**src/rtl/fb_pkg.sv**
```systemverilog
// Shared definitions for the framebuffer port arbiter.
//   H_RES/V_RES : framebuffer size in pixels (320x240)
//   ADDR_W      : BRAM address width
//   DATA_W      : pixel width (RGB444)
//   pixel_t     : one framebuffer pixel
//   slot_e      : what the BRAM port does on the next cycle
//   fb_addr()   : row-major address y*320 + x built from shifts and adds
package fb_pkg;

   localparam int unsigned H_RES  = 320;
   localparam int unsigned V_RES  = 240;
   localparam int unsigned ADDR_W = 17;
   localparam int unsigned DATA_W = 12;

   typedef logic [DATA_W-1:0] pixel_t;

   typedef enum logic [1:0] {
      SLOT_IDLE,
      SLOT_READ,
      SLOT_WRITE,
      SLOT_DROP
   } slot_e;

   // y*320 = y*256 + y*64; the largest address (76799) fits in ADDR_W bits.
   function automatic logic [ADDR_W-1:0] fb_addr(input logic [8:0] x, input logic [8:0] y);
      logic [ADDR_W-1:0] xe;
      logic [ADDR_W-1:0] ye;
      xe = ADDR_W'(x);
      ye = ADDR_W'(y);
      return (ye << 8) + (ye << 6) + xe;
   endfunction

endpackage

```
**src/rtl/fb_port_arbiter_if.sv**
```systemverilog
// Writer-side valid/ready handshake of the framebuffer port arbiter.
//   wr_valid : writer request
//   wr_ready : write slot available (driven by the arbiter)
//   wr_x     : write column
//   wr_y     : write row
//   wr_data  : write pixel
// Modports: master = game/sprite writer, slave = arbiter.
interface fb_port_arbiter_if;
   import fb_pkg::*;

   logic       wr_valid;
   logic       wr_ready;
   logic [8:0] wr_x;
   logic [7:0] wr_y;
   pixel_t     wr_data;

   modport master (
      output wr_valid,
      output wr_x,
      output wr_y,
      output wr_data,
      input  wr_ready
   );

   modport slave (
      input  wr_valid,
      input  wr_x,
      input  wr_y,
      input  wr_data,
      output wr_ready
   );

endinterface

```
**src/rtl/fb_rd_pipe.sv**
```systemverilog
// Display read pipeline: delays the read-issued flag by the BRAM read
// latency and captures mem_rdata into pix_data, holding each fetched pixel
// for the two clock cycles a 320-wide pixel occupies on screen.
//   clk, rst   : clock, synchronous active-high reset (flushes the pipe)
//   rd_issue   : a display read is on the BRAM port this cycle
//   mem_rdata  : BRAM read data, RD_LAT cycles after rd_issue
//   pix_data   : pixel to the display stage, 0 when nothing was fetched
//   pix_valid  : pix_data holds a fetched framebuffer pixel
module fb_rd_pipe
   import fb_pkg::*;
#(
   parameter int unsigned RD_LAT = 1
) (
   input  logic   clk,
   input  logic   rst,
   input  logic   rd_issue,
   input  pixel_t mem_rdata,
   output pixel_t pix_data,
   output logic   pix_valid
);

   logic [RD_LAT-1:0] issue_sr;
   logic              data_here;
   logic              hold;

   generate
      if (RD_LAT == 1) begin : g_lat1
         always_ff @(posedge clk) begin
            if (rst) issue_sr <= '0;
            else     issue_sr <= rd_issue;
         end
      end else begin : g_latn
         always_ff @(posedge clk) begin
            if (rst) issue_sr <= '0;
            else     issue_sr <= {issue_sr[RD_LAT-2:0], rd_issue};
         end
      end
   endgenerate

   // High in the cycle the BRAM presents data for an issued read.
   assign data_here = issue_sr[RD_LAT-1];

   // Capture, then hold exactly one extra cycle, then clear to black.
   always_ff @(posedge clk) begin
      if (rst) begin
         pix_data  <= '0;
         pix_valid <= 1'b0;
         hold      <= 1'b0;
      end else if (data_here) begin
         pix_data  <= mem_rdata;
         pix_valid <= 1'b1;
         hold      <= 1'b1;
      end else if (hold) begin
         hold      <= 1'b0;
      end else begin
         pix_data  <= '0;
         pix_valid <= 1'b0;
      end
   end

endmodule

```
**src/rtl/fb_port_arbiter.sv**
```systemverilog
// Time-multiplexes the single-port 320x240x12 framebuffer BRAM between the
// VGA display read path (absolute priority, even h_cnt phases of active
// video) and a game/sprite writer using a valid/ready handshake.
// Build option: FB_BLANK_WRITE_EN - when defined, writes are granted on every
// cycle that is not a display read (full bandwidth in blanking); otherwise
// writes are granted only on odd h_cnt phases.
//   clk, rst     : 25 MHz pixel clock, synchronous active-high reset
//   h_cnt, v_cnt : VGA timing counters
//   visible      : VGA active-video flag
//   wr           : writer handshake (wr_valid/wr_ready/wr_x/wr_y/wr_data)
//   mem_*        : registered BRAM port, mem_rdata returns RD_LAT later
//   pix_data     : image_data to the pixel-to-RGB stage (RD_LAT+2 latency)
//   pix_valid    : pix_data holds a fetched framebuffer pixel
//   wr_drop_cnt  : saturating count of out-of-range writes
module fb_port_arbiter
   import fb_pkg::*;
#(
   parameter int unsigned RD_LAT = 1
) (
   input  logic                clk,
   input  logic                rst,
   input  logic [9:0]          h_cnt,
   input  logic [9:0]          v_cnt,
   input  logic                visible,
   fb_port_arbiter_if.slave    wr,
   output logic                mem_en,
   output logic                mem_we,
   output logic [ADDR_W-1:0]   mem_addr,
   output pixel_t              mem_wdata,
   input  pixel_t              mem_rdata,
   output pixel_t              pix_data,
   output logic                pix_valid,
   output logic [7:0]          wr_drop_cnt
);

   logic [8:0] x;
   logic [8:0] y;
   logic       active;
   logic       read_slot;
   logic       write_slot;
   logic       wr_ready_int;
   logic       in_range;
   slot_e      slot;

   assign x      = h_cnt[9:1];
   assign y      = v_cnt[9:1];
   assign active = visible && (x < 9'(H_RES)) && (y < 9'(V_RES));

   assign read_slot = active && !h_cnt[0];
`ifdef FB_BLANK_WRITE_EN
   assign write_slot = !read_slot;
`else
   assign write_slot = !read_slot && h_cnt[0];
`endif

   assign wr_ready_int = write_slot && !rst;
   assign wr.wr_ready  = wr_ready_int;

   assign in_range = (wr.wr_x < 9'(H_RES)) && (wr.wr_y < 8'(V_RES));

   // Reads outrank writes; write_slot already excludes read slots, the
   // ordering here just makes the priority explicit.
   always_comb begin
      slot = SLOT_IDLE;
      if (read_slot)
         slot = SLOT_READ;
      else if (wr.wr_valid && wr_ready_int)
         slot = in_range ? SLOT_WRITE : SLOT_DROP;
   end

   always_ff @(posedge clk) begin
      if (rst) begin
         mem_en      <= 1'b0;
         mem_we      <= 1'b0;
         mem_addr    <= '0;
         mem_wdata   <= '0;
         wr_drop_cnt <= '0;
      end else begin
         mem_en <= 1'b0;
         mem_we <= 1'b0;
         case (slot)
            SLOT_READ: begin
               mem_en   <= 1'b1;
               mem_addr <= fb_addr(x, y);
            end
            SLOT_WRITE: begin
               mem_en    <= 1'b1;
               mem_we    <= 1'b1;
               mem_addr  <= fb_addr(wr.wr_x, {1'b0, wr.wr_y});
               mem_wdata <= wr.wr_data;
            end
            SLOT_DROP: begin
               if (wr_drop_cnt != 8'hFF)
                  wr_drop_cnt <= wr_drop_cnt + 8'd1;
            end
            default: ;
         endcase
      end
   end

   fb_rd_pipe #(
      .RD_LAT (RD_LAT)
   ) u_rd_pipe (
      .clk       (clk),
      .rst       (rst),
      .rd_issue  (mem_en && !mem_we),
      .mem_rdata (mem_rdata),
      .pix_data  (pix_data),
      .pix_valid (pix_valid)
   );

endmodule
```
**src/flat_wrapper.sv**
```systemverilog
// flat-port wrapper written by rule: the top's interface ports become plain ports
module fb_port_arbiter_flat import fb_pkg::*;
#(
   parameter int unsigned RD_LAT = 1
)
  (clk, rst, h_cnt, v_cnt, visible, mem_en, mem_we, mem_addr, mem_wdata, mem_rdata, pix_data, pix_valid, wr_drop_cnt, wr_wr_valid, wr_wr_x, wr_wr_y, wr_wr_data, wr_wr_ready);
  fb_port_arbiter_if wr_i ();
  input  logic clk;
  input  logic rst;
  input  logic [9:0] h_cnt;
  input  logic [9:0] v_cnt;
  input  logic visible;
  output logic mem_en;
  output logic mem_we;
  output logic [ADDR_W-1:0] mem_addr;
  output pixel_t mem_wdata;
  input  pixel_t mem_rdata;
  output pixel_t pix_data;
  output logic pix_valid;
  output logic [7:0] wr_drop_cnt;
  input wire logic [$bits(wr_i.wr_valid)-1:0] wr_wr_valid;
  input wire logic [$bits(wr_i.wr_x)-1:0] wr_wr_x;
  input wire logic [$bits(wr_i.wr_y)-1:0] wr_wr_y;
  input wire logic [$bits(wr_i.wr_data)-1:0] wr_wr_data;
  output wire logic [$bits(wr_i.wr_ready)-1:0] wr_wr_ready;
  assign wr_i.wr_valid = wr_wr_valid;
  assign wr_i.wr_x = wr_wr_x;
  assign wr_i.wr_y = wr_wr_y;
  assign wr_i.wr_data = wr_wr_data;
  assign wr_wr_ready = wr_i.wr_ready;
  fb_port_arbiter #(.RD_LAT(RD_LAT)) u_core (.clk(clk), .rst(rst), .h_cnt(h_cnt), .v_cnt(v_cnt), .visible(visible), .wr(wr_i), .mem_en(mem_en), .mem_we(mem_we), .mem_addr(mem_addr), .mem_wdata(mem_wdata), .mem_rdata(mem_rdata), .pix_data(pix_data), .pix_valid(pix_valid), .wr_drop_cnt(wr_drop_cnt));
endmodule
```
**config.mk**
```make
export PLATFORM = sky130hd
export DESIGN_NAME = fb_port_arbiter_flat
export DESIGN_NICKNAME = d
export VERILOG_FILES = /design/src/rtl/fb_pkg.sv /design/src/rtl/fb_port_arbiter_if.sv /design/src/rtl/fb_rd_pipe.sv /design/src/rtl/fb_port_arbiter.sv /design/src/flat_wrapper.sv
export SDC_FILE = /design/constraint.sdc
export NUM_CORES = 1
export LEC_CHECK = 0
export ABC_AREA = 1
export BUFFER_PORTS_ARGS = -buffer_cell sky130_fd_sc_hd__buf_4
export CORE_MARGIN = 4
export CORE_UTILIZATION = 54
export DETAILED_ROUTE_END_ITERATION = 16
export PLACE_DENSITY = 0.93
export SYNTH_ARGS = -nofsm -noshare
export SYNTH_HDL_FRONTEND = slang
export SYNTH_SLANG_ARGS = --single-unit
```
**constraint.sdc**
```tcl
create_clock -name clk -period 4.8 [get_ports clk]
set_clock_uncertainty 0.2 [all_clocks]
set_input_delay 0.48 -clock clk [delete_from_list [all_inputs] [get_ports clk]]
set_output_delay 0.48 -clock clk [all_outputs]
set_load 0.005 [all_outputs]
```
Yosys cells after proc, flatten, opt, wreduce, memory -nomap -nowiden
Index checks and enable logic that the tools add are counted.

Add/subtract/negate cells: 5. Magnitude comparators: 4. Eq/ne operators: 5. Multiplexer cells: 11. Reduce and logical (&&, ||, !) cells: 15.

Operator list (number): $add 17x9->17 (2); $pmux 17 s2 (1); $mux 12 (2); $lt 9x9->1 const B (2); $add 16x14->17 (1); $add 17x15->17 (1); $lt 9x8->1 const B (1); $add 8x1->8 const B (1); $logic_and 1x1->1 (8); $lt 8x8->1 const B (1); $ne 8x8->1 const B (1); $mux 1 (6); $eq 2x2->1 const B (2); $logic_not 1->1 (4); $mux 2 (2); $eq 2x1->1 const B (1); $ne 2x2->1 const B (1); $reduce_and 2->1 (1); $reduce_bool 2->1 (1); $reduce_or 2->1 (1).

Register bits after elaboration: 54. Input bits: 65. Output and inout port bits: 53. Logic and storage cells: 49.

Depth between registers and ports, before layout
Depth after elaboration: 13. Mapped depth: 14. Gate-level depth less buffers: 14.

Cells and area by module
From an unflattened synthesis, not the netlist that was laid out.

Cell total of the unflattened synthesis: 524. Area, all modules: 3467.1 sq um.

By module, submodules not included: fb_port_arbiter (times used 1, cells an instance 438, area an instance 2872.8 sq um, sequential area each 780.7 sq um); fb_rd_pipe (times used 1, cells an instance 86, area an instance 594.3 sq um, sequential area each 300.3 sq um).

Worst setup path before layout
OpenSTA, ideal clock, no wires.

Kind: input-to-reg. Start: in h_cnt[9]. End: reg u_core.mem_addr[13]. Setup time: 109 ps. Arrival time: 2061 ps. Data required time: 4491 ps. Slack: 2430 ps. Stages on the path: 13. Path buffers: 0. Cells stage by stage: inv_1 fa_1 fa_1 inv_1 nand3_1 nand2_1 nand2_1 nand2_1 nand2_1 nand3_1 nand3_1 nand2_1 inv_1.

Cells in the longest elaborated chain, start to end: 12. Elaborated cells on any way between the ends: 15. Classes of those cells: add/sub (1); order compare (1); eq/ne (2); mux (3); reduce/logical (8).

RTL lines: from (decl) (line flat_wrapper.sv:10) `input logic [9:0] h_cnt;`; $lt 9x9->1 (line fb_port_arbiter.sv:47) `assign active = visible && (x < 9'(H_RES)) && (y < 9'(V_RES));`; $logic_and 1x1->1 (2 in a row) (line fb_port_arbiter.sv:47); $logic_and 1x1->1 (line fb_port_arbiter.sv:49) `assign read_slot = active && !h_cnt[0];`; $logic_not 1->1 (line fb_port_arbiter.sv:53) `assign write_slot = !read_slot && h_cnt[0];`; $logic_and 1x1->1 (line fb_port_arbiter.sv:53); $logic_and 1x1->1 (line fb_port_arbiter.sv:56) `assign wr_ready_int = write_slot && !rst;`; $logic_and 1x1->1 (line fb_port_arbiter.sv:67) `else if (wr.wr_valid && wr_ready_int)`; $mux 2 (line fb_port_arbiter.sv:67); $mux 2 (line fb_port_arbiter.sv:65) `if (read_slot)`; $eq 2x2->1 / $eq 2x1->1 (equally long branches) (line fb_port_arbiter.sv:81) `case (slot)`; $pmux 17 s2 / $reduce_bool 2->1 (equally long branches); to (signal assigned) (line fb_port_arbiter.sv:84) `mem_addr <= fb_addr(x, y);`; to (signal assigned) (line fb_port_arbiter.sv:89) `mem_addr <= fb_addr(wr.wr_x, {1'b0, wr.wr_y});`; to (decl) (line fb_port_arbiter.sv:28) `output logic [ADDR_W-1:0] mem_addr,`.

Parallel ways exist; a longest one is shown, timed or not. A chain may end at the register's enable or synchronous reset.

Worst setup path in the final report
Start: in rst. End: reg u_core.mem_addr[3].

Cells in the longest elaborated chain, start to end: 7. Elaborated cells on any way between the ends: 9. Classes of those cells: eq/ne (2); mux (3); reduce/logical (4).

RTL lines: from (decl) (line flat_wrapper.sv:9) `input logic rst;`; $logic_not 1->1 (line fb_port_arbiter.sv:56); $logic_and 1x1->1 (line fb_port_arbiter.sv:56); $logic_and 1x1->1 (line fb_port_arbiter.sv:67); $mux 2 (line fb_port_arbiter.sv:67); $mux 2 (line fb_port_arbiter.sv:65); $eq 2x2->1 / $eq 2x1->1 (equally long branches) (line fb_port_arbiter.sv:81); $pmux 17 s2 / $reduce_bool 2->1 (equally long branches).

Parallel ways exist; a longest one is shown, timed or not.

==> summary.txt <==
Status
  • Status: finished clean

Clocking
  • Hold_buf cts: 0
  • Worst-Skew Late Latency: 0.30 ns
  • CTS H-tree lvls: 2
  • Post-CTS setup repair buffer count: 0
  • CTS sink count: 54
  • Clock Tree Buf Depth: 2
  • Clock root buffer: clkbuf_8
  • CTS tree: yes
  • Clk pin slew, worst setup/hold paths: 0.10 ns
  • CTS resizes: 0
  • Num CTS Buffers: 5

Place
  • Dpl ws: 1.40 ns
  • Port Buffer Count: 116
  • Post-DP Area: 4270 um^2
  • HPWL after DPL: 7540 um
  • RD Place Congestion: 0.850

GRT
  • Overflow after GRT: 0
  • Initial antenna violation count: 0
  • Vias in the first global route: 3558
  • Gr usage total: 0.247
  • Largest net degree at the start of global routing: 47
  • Global-route wire length before repair: 15400 um

Routing
  • Vias/cell: 5.46
  • Avg WL per Cell: 14.4 um
  • Pre-antenna DRT Iters: 5
  • Drc violations: 0
  • Via count: 3623
  • Post-route ant nets: 0
  • WL final: 9540 um
  • Initial drt markers: 158

Timing
  • Fin crit period: 3.10 ns
  • RSZ-0062 raised after global routing: no
  • Hold Vio Cnt, Final: 0
  • Max Freq: 323 MHz
  • Worst slew margin: 0.483
  • Final Cycle Share: 0.646
  • Hold_ws: 0.180 ns
  • Worst setup margin: 1.70 ns
  • Total negative slack: 0 ns
  • Slew Limit Fails: 0
  • Final setup violation count: 0
  • Tightest Pin Transition: 0.772 ns

Floorplanning
  • Die Ht: 87.0 um
  • I/O pin total: 118
  • Core ar.: 5990 um^2
  • Die ar.: 7560 um^2
  • Initial core utilization: 0.562
  • FP Rows: 28
  • Die outline width: 87.0 um

Critical path
  • Slowest CP cell: ha_1
  • Startpoint types: input port
  • Worst path cell trace: buf_4 -> inv_2 -> and3_1 -> nand2_1 -> nand2_1 -> ha_1 -> clkinv_1 -> a21oi_1 -> a21oi_1
  • CP required: 4.79 ns
  • Critical Path Fanout Max: 46
  • Setup CP Type: in2reg
  • CP endpoint kind: register
  • Worst Path Arrival: 3.09 ns
  • Max incr delay on CP: 0.63 ns

Layout
  • Fill count: 457
  • Total inserted antenna cells: 0
  • Post-route cell area: 4370 um^2
  • NumNets Final: 691
  • Commonest non-fill, non-tap cell in the layout: buf_4
  • Most frequent cells in the layout: 118 x buf_4, 100 x nand2_1, 65 x inv_1
  • Fraction of layout cells with a size suffix above 1: 0.241
  • Area Growth Syn to Fin: 29.9%

Pwr
  • P_leak: 2.36 nW
  • Peak supply drop: 0.000213 V
  • PwrDens: 245 nW/um^2

Job
  • Total of max-cap violations: 0

Logic synthesis
  • Number of synthesis warnings: 0
  • Syn_area_per_cell: 7.04 um^2
  • Sequential fraction of the synthesis area: 0.321
  • Cells after synthesis: 478
  • Synth unique cells: 33
  • Syn nets: 582
  • Seq cells post-synth: 54
  • Post-Syn Area: 3370 um^2

Min path
  • Hold Path Class: in2reg
worst paths after layout:
path | startpoint | endpoint | slack (ns) | depth (start not counted)
setup reg to reg | u_core.wr_drop_cnt[1] | u_core.wr_drop_cnt[2] | 3.09 | 9
hold reg to reg | u_core.mem_en | u_core.u_rd_pipe.data_here | 0.25 | 2
setup / recovery | rst | u_core.mem_addr[3] | 1.70 | 9
hold / removal | mem_rdata[9] | u_core.u_rd_pipe.pix_data[9] | 0.18 | 2
state kept, by name, indices dropped and copies added, names as in the netlist:
| name | count |
|---|---|
| u_core.u_rd_pipe.pix_valid | 1 |
| u_core.u_rd_pipe.data_here | 1 |
| u_core.u_rd_pipe.pix_data | 12 |
| u_core.wr_drop_cnt | 8 |
| u_core.mem_we | 1 |
| u_core.mem_addr | 17 |
| u_core.mem_en | 1 |
| u_core.u_rd_pipe.hold | 1 |
| u_core.mem_wdata | 12 |
per-layer routing:
metal | track usage | share of wire
met1 | 0.286 | 0.38
met2 | 0.453 | 0.52
met3 | 0.0464 | 0.076
met4 | 0.0807 | 0.022
met5 | 0 | 0
worst max-delay path, delay by kind of cell:
kind / cells / cell delay, ns
buf+inv: 3 / 1.16
fa+ha+maj: 1 / 0.63
simple gates: 3 / 0.47
compound gates: 2 / 0.35
metrics by stage:
stage,instances,power [mW],util
final,663,1.07,0.730
after global placement,655,0.786,0.713
after CTS,663,1.07,0.730
after global routing,663,1.13,0.730
after floorplan,478,0.673,-
after detailed placement,655,0.800,0.713
power by group:
group	total [mW]	switching, mW	leakage, nW	internal [mW]
logic	0.310	0.170	1.87	0.140
registers	0.484	0.0132	0.440	0.471
clock network	0.276	0.156	0.0514	0.119
layout make-up:
| cell class | count | area (um^2) | share of cell area |
|---|---|---|---|
| clock inverter | 2 | 17.5 | 0.00401 |
| inverter | 73 | 279 | 0.0638 |
| tap | 75 | 93.8 | 0.0215 |
| multi-input combinational | 335 | 1930 | 0.442 |
| timing repair buffer | 118 | 886 | 0.203 |
| sequential | 54 | 1080 | 0.247 |
| clock buffer | 6 | 82.6 | 0.0189 |
cells in the mapped netlist, drive strengths merged:
library cell / instances / area (um^2)
nand2: 104 / 405
inv: 72 / 275
nor2: 57 / 216
dfxtp: 54 / 1080
nand3: 37 / 190
a21oi: 35 / 183
ha: 35 / 438
o21ai: 33 / 165
a32o: 12 / 120
clkbuf: 9 / 38.8
nand4: 8 / 50.1
buf: 7 / 35.0
fa: 4 / 80.1
nand3b: 2 / 15.0
nor3: 2 / 21.3
a21boi: 1 / 7.51
and3: 1 / 6.26
clkinv: 1 / 3.75
o211ai: 1 / 7.51
o221ai: 1 / 8.76
xnor2: 1 / 8.76
xor2: 1 / 8.76
kinds of logic (layout without fill, tap and decap cells):
kind of cell,Yosys count,after routing,share of synthesized area
simple gates,211,211,0.269
buf+inv,89,199,0.105
compound gates,83,83,0.146
flops,54,54,0.321
fa+ha+maj,39,39,0.154
xor+xnor,2,2,0.00521
(Power assumes the default switching activity.)
